[config.mk]
export PLATFORM = sky130hd
export DESIGN_NAME = link_word_scheduler
export DESIGN_NICKNAME = d
export VERILOG_FILES = /design/src/rtl/link_sched_pkg.sv /design/src/rtl/rr_arbiter.sv /design/src/rtl/link_word_scheduler.sv
export SDC_FILE = /design/constraint.sdc
export NUM_CORES = 1
export LEC_CHECK = 0
export BUFFER_PORTS_ARGS = -buffer_cell sky130_fd_sc_hd__buf_2
export CELL_PAD_IN_SITES_DETAIL_PLACEMENT = 0
export CELL_PAD_IN_SITES_GLOBAL_PLACEMENT = 2
export CORE_ASPECT_RATIO = 2
export CORE_MARGIN = 2
export CORE_UTILIZATION = 26
export CTS_BUF_LIST = sky130_fd_sc_hd__clkbuf_8
export DETAILED_ROUTE_END_ITERATION = 10
export PLACE_DENSITY = 0.89
export SYNTH_ARGS = -nofsm -noshare
export SYNTH_HDL_FRONTEND = slang
export SYNTH_HIERARCHICAL = 1
export SYNTH_SLANG_ARGS = --single-unit
[constraint.sdc]
create_clock -name clk -period 3.3 [get_ports clk]
set_input_delay 0.495 -clock clk [delete_from_list [all_inputs] [get_ports clk]]
set_output_delay 0.495 -clock clk [all_outputs]
set_load 0.01 [all_outputs]
[src/rtl/link_sched_pkg.sv]
// Shared constants and source encodings for the serializer word scheduler.
package link_sched_pkg;

  localparam logic [15:0] SYNC_PATTERN = 16'h817E;

  typedef enum logic [1:0] {
    SRC_SYNC = 2'd0,
    SRC_TRIG = 2'd1,
    SRC_CMD  = 2'd2
  } src_e;

endpackage

[src/rtl/rr_arbiter.sv]
// Combinational round-robin arbiter: grants the first unmasked request at or after ptr.
module rr_arbiter #(
  parameter int unsigned N = 4
) (
  input  logic [N-1:0]         req,
  input  logic [N-1:0]         mask,
  input  logic [$clog2(N)-1:0] ptr,
  output logic [N-1:0]         grant,
  output logic                 valid
);

  localparam int unsigned IW = $clog2(N);

  logic [N-1:0]  eff;
  logic [IW-1:0] idx;
  logic          found;

  assign eff = req & ~mask;

  always_comb begin
    grant = '0;
    found = 1'b0;
    idx   = '0;
    for (int unsigned k = 0; k < N; k++) begin
      idx = IW'((32'(ptr) + k) % N);
      if (!found && eff[idx]) begin
        grant[idx] = 1'b1;
        found      = 1'b1;
      end
    end
    valid = found;
  end

endmodule

[src/rtl/link_word_scheduler.sv]
// Chooses the next serializer word: lock preamble, periodic sync, trigger and
// round-robin command words. Decisions happen only on word_sent edges.
module link_word_scheduler
  import link_sched_pkg::*;
#(
  parameter int unsigned       NUM_REQ       = 4,
  parameter int unsigned       WORD_W        = 16,
  parameter int unsigned       LOCK_WORDS    = 24,
  parameter int unsigned       SYNC_INTERVAL = 32,
  parameter logic [WORD_W-1:0] SYNC_PATTERN  = WORD_W'(link_sched_pkg::SYNC_PATTERN)
) (
  input  logic                      clk,
  input  logic                      rst,
  input  logic                      word_sent,
  input  logic                      trig_req,
  input  logic [WORD_W-1:0]         trig_word,
  input  logic [NUM_REQ-1:0]        cmd_req,
  input  logic [NUM_REQ*WORD_W-1:0] cmd_word,
  output logic [WORD_W-1:0]         ser_word,
  output logic [1:0]                src,
  output logic                      trig_ack,
  output logic [NUM_REQ-1:0]        cmd_ack,
  output logic                      locking
);

  localparam int unsigned PTR_W    = $clog2(NUM_REQ);
  localparam int unsigned SYNC_MAX = 2 * SYNC_INTERVAL;
  localparam int unsigned SC_W     = $clog2(SYNC_MAX + 1);
  localparam int unsigned LC_W     = $clog2(LOCK_WORDS + 1);

  logic [LC_W-1:0]    lock_cnt_q, lock_cnt_d;
  logic [SC_W-1:0]    sync_cnt_q, sync_cnt_d;
  logic [PTR_W-1:0]   rr_ptr_q, rr_ptr_d;
  logic [WORD_W-1:0]  ser_word_q, ser_word_d;
  src_e               src_q, src_d;
  logic [NUM_REQ-1:0] sel_q, sel_d;  // one-hot cmd owner of ser_word_q
  logic               trig_ack_q, trig_ack_d;
  logic [NUM_REQ-1:0] cmd_ack_q, cmd_ack_d;

  logic               trig_mask;
  logic [NUM_REQ-1:0] cmd_mask;
  logic [NUM_REQ-1:0] grant;
  logic               grant_valid;

  assign trig_mask = (src_q == SRC_TRIG);
  assign cmd_mask  = (src_q == SRC_CMD) ? sel_q : '0;

  rr_arbiter #(
    .N (NUM_REQ)
  ) u_rr_arbiter (
    .req   (cmd_req),
    .mask  (cmd_mask),
    .ptr   (rr_ptr_q),
    .grant (grant),
    .valid (grant_valid)
  );

  always_comb begin
    lock_cnt_d = lock_cnt_q;
    sync_cnt_d = sync_cnt_q;
    rr_ptr_d   = rr_ptr_q;
    ser_word_d = ser_word_q;
    src_d      = src_q;
    sel_d      = sel_q;
    trig_ack_d = 1'b0;
    cmd_ack_d  = '0;
    if (word_sent) begin
      // The word in ser_word_q is committed now; ack its owner next cycle.
      trig_ack_d = trig_mask;
      cmd_ack_d  = cmd_mask;
      ser_word_d = SYNC_PATTERN;
      src_d      = SRC_SYNC;
      sel_d      = '0;
      if (lock_cnt_q < LC_W'(LOCK_WORDS)) begin
        lock_cnt_d = lock_cnt_q + 1'b1;
      end else if (sync_cnt_q >= SC_W'(SYNC_MAX)) begin
        src_d = SRC_SYNC;
      end else if (trig_req && !trig_mask) begin
        ser_word_d = trig_word;
        src_d      = SRC_TRIG;
      end else if (sync_cnt_q >= SC_W'(SYNC_INTERVAL)) begin
        src_d = SRC_SYNC;
      end else if (grant_valid) begin
        src_d      = SRC_CMD;
        sel_d      = grant;
        ser_word_d = '0;
        for (int unsigned i = 0; i < NUM_REQ; i++) begin
          if (grant[i]) begin
            ser_word_d = cmd_word[i*WORD_W +: WORD_W];
            rr_ptr_d   = PTR_W'((i + 1) % NUM_REQ);
          end
        end
      end
      if (src_d == SRC_SYNC) begin
        sync_cnt_d = '0;
      end else if (sync_cnt_q != SC_W'(SYNC_MAX)) begin
        sync_cnt_d = sync_cnt_q + 1'b1;
      end
    end
  end

  always_ff @(posedge clk or posedge rst) begin
    if (rst) begin
      lock_cnt_q <= '0;
      sync_cnt_q <= '0;
      rr_ptr_q   <= '0;
      ser_word_q <= SYNC_PATTERN;
      src_q      <= SRC_SYNC;
      sel_q      <= '0;
      trig_ack_q <= 1'b0;
      cmd_ack_q  <= '0;
    end else begin
      lock_cnt_q <= lock_cnt_d;
      sync_cnt_q <= sync_cnt_d;
      rr_ptr_q   <= rr_ptr_d;
      ser_word_q <= ser_word_d;
      src_q      <= src_d;
      sel_q      <= sel_d;
      trig_ack_q <= trig_ack_d;
      cmd_ack_q  <= cmd_ack_d;
    end
  end

  assign ser_word = ser_word_q;
  assign src      = src_q;
  assign trig_ack = trig_ack_q;
  assign cmd_ack  = cmd_ack_q;
  assign locking  = (lock_cnt_q < LC_W'(LOCK_WORDS));

endmodule

==> results by group, run 1 <==
Finish
  • Nets: a little over 500
  • ANT cells: 0
  • Utilization of the core after routing: around a third
  • Fillers: 1083
  • Layout cells sized above 1: between 40% and 50%
  • Syn-to-layout area delta: 31.8%

Drt
  • Final ANT Viol Nets: 0
  • Final wirelength: between 9 and 10 mm
  • DRC viols: 0
  • Iteration-0 DRC Markers: ~140
  • Initial DRT Pass Iterations: 6
  • Via/cell ratio: ~5.2
  • Via count: around 2800
  • WL per Instance: approximately 18 um

Worst setup path
  • Reg2reg setup slack: between 0.1 and 0.15 ns
  • Reg2reg start: src[0]$_DFFE_PP0P_
  • Max FO, Critical Path: 9
  • CP Launch Type: flip-flop
  • Crit end category: flip-flop
  • Crit path launch: src[0]$_DFFE_PP0P_
  • Reg-to-reg endpoint: ser_word[10]$_DFFE_PP0P_
  • Arrival @ worst endpoint: 3.28 ns
  • Cells on worst reg2reg path: 11
  • Required @ worst endpoint: roughly 3.4 ns
  • Crit path kind: flip-flop to flip-flop

Synthesis
  • Synthesized Nets: about 400
  • Seq/Total Area, Yosys: a little under two fifths
  • Syn_area_per_cell: 9.28 um^2
  • Main combinational cell family by area after synthesis: compound AO/OA/AOI/OAI gates
  • Synth Area in XOR/XNOR: 2.23%
  • #FFs+latches synth: 41
  • Compound-Gate Fraction of Synth Area: 27.9%
  • Mapped cell area: around 2800 um^2
  • Primary FF master, synth: dfrtp_1
  • Post-synthesis cell count: between 200 and 300
  • Number of synthesized flops with an enable pin: 0
  • Adder-Cell Fraction of Synth Area: about 4.5%
  • Cell variety after synth: 56
  • Mux share of post-synthesis cell area: 2.77%
  • Yosys warnings: 6
  • Post-synthesis simple-gate area fraction: about 17%
  • Ys async rst share: between 90% and 100%

Clock tree
  • H-Tree Level Count: 2
  • TritonCTS Buffers: 5
  • Sink Count: 41
  • Root Driver: clkbuf_8
  • Max Root-Sink Buffers: 2
  • Worst-path clk slew: roughly 0.080 ns
  • Cts hold-fix bufs: 0
  • CTS tree: built
  • Worst skew pair latency: about 0.30 ns

Global route
  • Grt total ovfl: 0
  • Vias in the first global route: slightly below 3000
  • Tot GR Track Use: between 10% and 20%
  • Largest net degree at the start of global routing: 58
  • Antenna violations before repair: 0
  • Global-route wire length before repair: about 15 mm

Power and ir drop
  • Clock group share of total power: 10.7%
  • Leak: 1.74 nW
  • Switching part of the total: between 40 and 50%
  • Maximum VDD drop: ~0.38 mV
  • Internal: 0.00187 W
  • Total Power: approximately 0.0034 W
  • Reg power frac: between 20 and 30%
  • Part of the power in combinational logic: 64.0%
  • Power Density: 944 nW/um^2
  • NetSw: ~0.0016 W

Die
  • Die area: between 10000 and 15000 um^2
  • # rows: 53
  • Die span in x: ~77 um
  • Core ar.: around 10000 um^2
  • Initial Util: between 20% and 30%
  • Ports: 112
  • Height of the die: roughly 150 um

STA
  • Final setup fails: 0
  • Final setup skew: 0.00592 ns
  • Max-slew violation count: 0
  • Slew margin rel.: 12.5%
  • Final min period: ~3.2 ns
  • Worst Tran Pin Value: roughly 1.3 ns
  • Final hold viol count: 0
  • F_max: about 320 MHz
  • Period utilization: between 90 and 100%

Min path
  • Class of the worst hold path: input port to async pin

Placed design
  • Port Buf Inserts: 111
  • Detailed Place HPWL: slightly below 8 mm
  • Final GP Congestion: 0.859

Job
  • Max Cap Viol: 0

Run status
  • Status: finished clean
per-stage QoR:
| step | hold WS [ns] | setup TNS (ns) | instance area [um^2] | cells | worst slack, ns |
|---|---|---|---|---|---|
| after floorplan | 0.467 | 0 | 2760 | 297 | 0.182 |
| after global placement | 0.464 | 0 | 3470 | 538 | 0.200 |
| after detailed placement | 0.465 | 0 | 3470 | 538 | 0.0846 |
| after CTS | 0.265 | 0 | 3570 | 546 | 0.0652 |
| after global routing | 0.291 | -0.166 | 3630 | 548 | -0.0357 |
| final | 0.248 | 0 | 3630 | 548 | 0.144 |
state kept, by name, summed over array words and instances, names as in the netlist:
register and cells:
cmd_ack 4, lock_cnt_q 5, rr_ptr_q 2, trig_ack 1
sync_cnt_q 7, src 2, ser_word 16, sel_q 4
power groups by stage:
stage / Clock [W] / Combinational (W) / Sequential, W
floorplan: 0 / 0.00142 / 0.000911
global placement: 0 / 0.00208 / 0.000864
finish: 0.000367 / 0.00219 / 0.000868
detailed placement: 0 / 0.00212 / 0.000871
global route: 0.000399 / 0.00240 / 0.000889
CTS: 0.000376 / 0.00213 / 0.000863
synthesized netlist by cell type, drive strengths merged (3+ instances only):
library cell / count / area [um^2]
nand3: 7 / 35.0
dfrtp: 33 / 826
a221oi: 8 / 70.1
buf: 9 / 58.8
inv: 28 / 105
o22ai: 15 / 93.8
nand4: 4 / 25.0
a221o: 12 / 120
a22oi: 12 / 90.1
nand2b: 13 / 83.8
xor2: 4 / 35.0
dfstp: 8 / 210
o21a: 15 / 113
nand2: 13 / 48.8
xnor2: 3 / 26.3
nor2: 12 / 50.1
nor3: 12 / 65.1
nor2b: 6 / 45.0
clkbuf: 11 / 51.3
o221ai: 8 / 70.1
ha: 10 / 125
o21ai: 19 / 106
a21oi: 5 / 25.0
and3: 8 / 52.6
how the worst max path moves through the flow:
| stage | to | slack (ns) |
|---|---|---|
| after floorplan | ser_word[0]$_DFFE_PP0P_ | 0.18 |
| after detailed placement | ser_word[10]$_DFFE_PP0P_ | 0.08 |
| final | ser_word[10]$_DFFE_PP0P_ | 0.14 |
| after global routing | ser_word[14]$_DFFE_PP0P_ | -0.04 |
| after global placement | ser_word[9]$_DFFE_PP0P_ | 0.20 |
| after CTS | ser_word[10]$_DFFE_PP0P_ | 0.07 |
layout by cell type (no fill, tap or decap), types with 2 or more instances in the layout:
cell	netlist	layout
buf_2	5	111
dfrtp_1	33	32
inv_1	26	24
o21a_1	15	15
o22ai_1	15	15
buf_4	1	15
nand2_1	13	13
nand2b_1	12	12
a221o_1	12	12
nor2_1	10	10
o21ai_1	10	10
ha_1	10	10
a22oi_1	12	9
o221ai_1	8	8
nor3_1	11	8
o21ai_0	8	8
dfstp_2	8	8
nand3_1	7	7
clkbuf_8	1	7
and3_1	6	6
a221oi_1	8	6
nor2b_1	5	5
a21oi_1	5	5
nand4_1	4	4
xor2_1	4	4
nor3_2	1	4
inv_2	2	3
a22oi_2	0	3
xnor2_1	3	3
nor2_2	2	2
mux2i_1	2	2
a221oi_2	0	2
mux4_2	2	2
and3_2	2	2
layer usage:
layer / wire, um / track usage, % / vias to the layer above / share of wire [%]
met3: 388 / 2.90 / 27 / 3.9
met4: 435 / 9.36 / 0 / 4.4
li1: - / - / 1328 / -
met1: 3260 / 16.3 / 1379 / 33
met2: 5750 / 33.6 / 99 / 59
met5: 0 / 0 / - / 0
final cells by class:
cell class / count / area (um^2) / share of cell area (%)
flip-flops and latches: 41 / 1040 / 28.6
multi-input cells: 208 / 1550 / 42.6
well taps: 137 / 171 / 4.72
clock inverters: 1 / 5.00 / 0.138
inverters: 28 / 105 / 2.89
clock buffers: 7 / 96.3 / 2.65
repair buffers: 126 / 668 / 18.4
worst max-delay path, cell delays in order (launching register included):
cell,delay [ns]
dfrtp_2,0.46
nor3_2,0.18
and2b_2,0.27
mux4_2,0.52
a22oi_2,0.18
o21ai_1,0.10
a221o_1,0.30
nor2b_1,0.15
buf_4,0.17
a221o_1,0.34
a22oi_1,0.15
o221ai_1,0.14
what timing repair did:
| action | in CTS | in global routing |
|---|---|---|
| endpoints found under the setup margin | 0 | 16 |
| setup buffers | 0 | 2 |
| gates resized for setup | 0 | 11 |
cells by family after synthesis:
family	after synthesis
AOI/OAI and AO/OA	103
and+or+nand+nor	83
buffers and inverters	48
DFF	41
adders and majority gates	10
xor gates and xnor gates	7
muxes	5
No activity file was read; power rests on OpenSTA's default activity.
==> run 2, diff against run 1 <==
--- a/config.mk
+++ b/config.mk
@@ -5,13 +5,15 @@
 export SDC_FILE = /design/constraint.sdc
 export NUM_CORES = 1
 export LEC_CHECK = 0
+export ABC_AREA = 1
 export BUFFER_PORTS_ARGS = -buffer_cell sky130_fd_sc_hd__buf_2
 export CELL_PAD_IN_SITES_DETAIL_PLACEMENT = 0
 export CELL_PAD_IN_SITES_GLOBAL_PLACEMENT = 2
 export CORE_ASPECT_RATIO = 2
 export CORE_MARGIN = 2
-export CORE_UTILIZATION = 26
+export CORE_UTILIZATION = 24
 export CTS_BUF_LIST = sky130_fd_sc_hd__clkbuf_8
+export CTS_CLUSTER_DIAMETER = 150
 export DETAILED_ROUTE_END_ITERATION = 10
 export PLACE_DENSITY = 0.89
 export SYNTH_ARGS = -nofsm -noshare
==> run 2 against run 1 <==
Net effect:
- clock-buffer cell count is 1 lower
- setup slack better by 0.27 ns
- total power is 8.8% lower
- critical path depth is 6 higher
- critical endpoint is now ser_word[7]$_DFFE_PP0P_
- clock skew hardly changed
- first-iteration DRC count is 29% higher
- design area is 6.5% higher
- largest cell class unchanged
- non-clock buffer count is 12 lower
- highest routed layer unchanged
- sequential share of layout area is 1.8 points lower
==> results by group, run 2 <==
Drt
  • Final ANT Viol Nets: 0
  • Iteration-0 DRC Markers: around 180
  • Final wirelength: 10.2 mm
  • WL per Instance: about 14 um
  • Routed wl met2: about 6.0 mm
  • Top layer in use: met4
  • Via/cell ratio: 4.49
  • DRC viols: 0
  • Met1 WL: 3.43 mm
  • WL met3: between 200 and 300 um
  • Initial DRT Pass Iterations: 4
  • Via count: approximately 3300

Synthesis
  • Top-area cell type share of the netlist area: between 20% and 30%
  • Area contributors post-synth: dfrtp_1, nand2_1, nand3_1
  • Synth cell count leaders: nand2_1, nand3_1, inv_1, nor2_1, dfrtp_1
  • #FFs+latches synth: 41
  • Seq/Total Area, Yosys: approximately 34%
  • Post-synthesis cell count: about 470
  • Ys async rst share: 100%
  • Synthesized Nets: ~570
  • Count leader, synth: nand2_1
  • Number of synthesized flops with an enable pin: 0
  • Yosys warnings: 6
  • Mapped cell area: just over 3000 um^2
  • Syn_area_per_cell: around 6.5 um^2
  • Cell variety after synth: 30
  • Primary FF master, synth: dfrtp_1
  • Cell taking the most area after synthesis: dfrtp_1

Placed design
  • Detailed Place HPWL: roughly 8.6 mm
  • Final GP Congestion: roughly 0.85
  • Port Buf Inserts: about 110

Global route
  • Global-route wire length before repair: roughly 16 mm
  • Largest net degree at the start of global routing: between 40 and 50
  • Tot GR Track Use: between 10% and 20%
  • Grt total ovfl: 0
  • Antenna violations before repair: 2
  • Vias in the first global route: between 3000 and 4000

Clock tree
  • Cts repair resizes: 0
  • Setup Buffers After CTS: 0
  • CTS tree: built
  • Sink Count: 41
  • Cts hold-fix bufs: 0
  • TritonCTS Buffers: 5
  • H-Tree Level Count: 2
  • Worst-path clk slew: ~0.08 ns
  • Max Root-Sink Buffers: 2
  • Root Driver: clkbuf_8
  • Worst skew pair latency: about 0.30 ns

STA
  • Final setup skew: 0.00570 ns
  • Final min period: roughly 2.9 ns
  • Final hold viol count: 0
  • Worst Tran Pin Value: 0.581 ns
  • F_max: roughly 350 MHz
  • TNS Setup: 0 ns
  • Period utilization: between 80% and 90%
  • Max-slew violation count: 0
  • Final setup fails: 0
  • RSZ-0062 raised after global routing: false
  • Slew margin rel.: 61.1%

Die
  • Initial Util: 24.4%
  • # rows: 58
  • Die span in x: around 84 um
  • Ports: 112
  • Core ar.: around 13000 um^2
  • Die area: between 10000 and 15000 um^2
  • Height of the die: 164 um

Finish
  • Most common cell after layout, fill and taps aside: nand2_1
  • Syn-to-layout area delta: 26.0%
  • Register Area: around 1000 um^2
  • Fillers: 1408
  • Layout cells sized above 1: 26.9%
  • Largest register FFs: 16
  • Nets: 674
  • Multi-input logic area: approximately 1700 um^2
  • Most frequent cells in the layout: nand2_1, buf_2, nand3_1

Worst setup path
  • Required @ worst endpoint: around 3.5 ns
  • Crit path kind: flip-flop to flip-flop
  • CP Launch Type: flip-flop
  • Max FO, Critical Path: 17
  • Cells on worst reg2reg path: 17
  • Crit end category: flip-flop
  • Arrival @ worst endpoint: a little over 3 ns

Power and ir drop
  • Power Density: 808 nW/um^2
  • Maximum VDD drop: approximately 0.23 mV
  • Leak: about 2.2 nW
  • Total Power: approximately 0.0031 W

Job
  • Max Cap Viol: 0

Min path
  • Class of the worst hold path: input port to async pin

Run status
  • Status: finished clean
[run 2: cell types whose count changed in the layout (fill, tap and decap cells not counted), sizes merged, moves of 13 or more]
cell / delta
o21a: -15
nand2: +180
nand3: +55
nand2b: -13
nor2: +34
inv: +31
[run 2: where the power goes]
group / total (W) / internal, W / switching (W)
combinational: 0.00193 / 0.000646 / 0.00129
sequential: 0.000769 / 0.000656 / 0.000113
clock: 0.000423 / 0.000246 / 0.000177
[run 2: layout make-up]
| cell class | count | share of cell area (%) |
|---|---|---|
| clock inverter | 2 | 0.971 |
| antenna | 2 | 0.129 |
| inverter | 58 | 5.70 |
| tap | 150 | 4.85 |
| sequential | 41 | 26.8 |
| timing repair buffer | 114 | 15.0 |
| clock buffer | 6 | 2.14 |
| multi-input combinational | 356 | 44.5 |
[run 2: kinds of logic after synthesis]
group                    share of synthesized area [%]
buffers and inverters                             10.2
AND/OR/NAND/NOR                                   46.1
adder cells (fa/ha/maj)                           4.08
AO/OA/AOI/OAI                                     4.45
XOR/XNOR                                          1.43
flip-flops                                        33.8
[run 2: per-layer routing]
layer  track usage, %  vias to the layer above
li1                 -                     1667
met1             13.7                     1484
met2             29.9                       91
met3             1.16                       30
met4             9.31                        0
met5                0                        -
[run 2: worst paths after layout]
path | to | slack (ns) | start
max | ser_word[7]$_DFFE_PP0P_ | 0.41 | rr_ptr_q[1]$_DFFE_PP0P_
min | ser_word[7]$_DFFE_PP0P_ | 0.31 | rst
max reg2reg | ser_word[7]$_DFFE_PP0P_ | 0.41 | rr_ptr_q[1]$_DFFE_PP0P_
min reg2reg | ser_word[3]$_DFFE_PP1P_ | 0.47 | ser_word[3]$_DFFE_PP1P_
max in group asynchronous | ser_word[6]$_DFFE_PP1P_ | 2.61 | rst
min in group clk | ser_word[3]$_DFFE_PP1P_ | 0.47 | ser_word[3]$_DFFE_PP1P_
[run 2: critical path, cell delays in order, from the launching register on]
cell     delay, ns
dfrtp_1       0.51
inv_1         0.18
ha_1          0.35
inv_1         0.09
nand3_1       0.08
nand2_1       0.11
nand3_2       0.13
nor2_1        0.05
nor2_1        0.08
nand2_1       0.28
nor2_4        0.44
nand2_1       0.09
nand3_1       0.10
nand2_1       0.05
nand2_1       0.08
nand2_1       0.05
nand2_1       0.05
nand2_1       0.05
[run 2: through the flow]
stage               instance area, um^2  std cells  util, %  hold WS [ns]  worst slack, ns
detailed placement                 3740        719     29.8         0.457            0.432
global placement                   3740        719     29.8         0.458            0.470
global route                       3870        729     30.8         0.351           0.0159
CTS                                3860        727     30.8         0.331            0.401
floorplan                          3070        469        -         0.464            0.978
finish                             3870        729     30.8         0.306            0.411
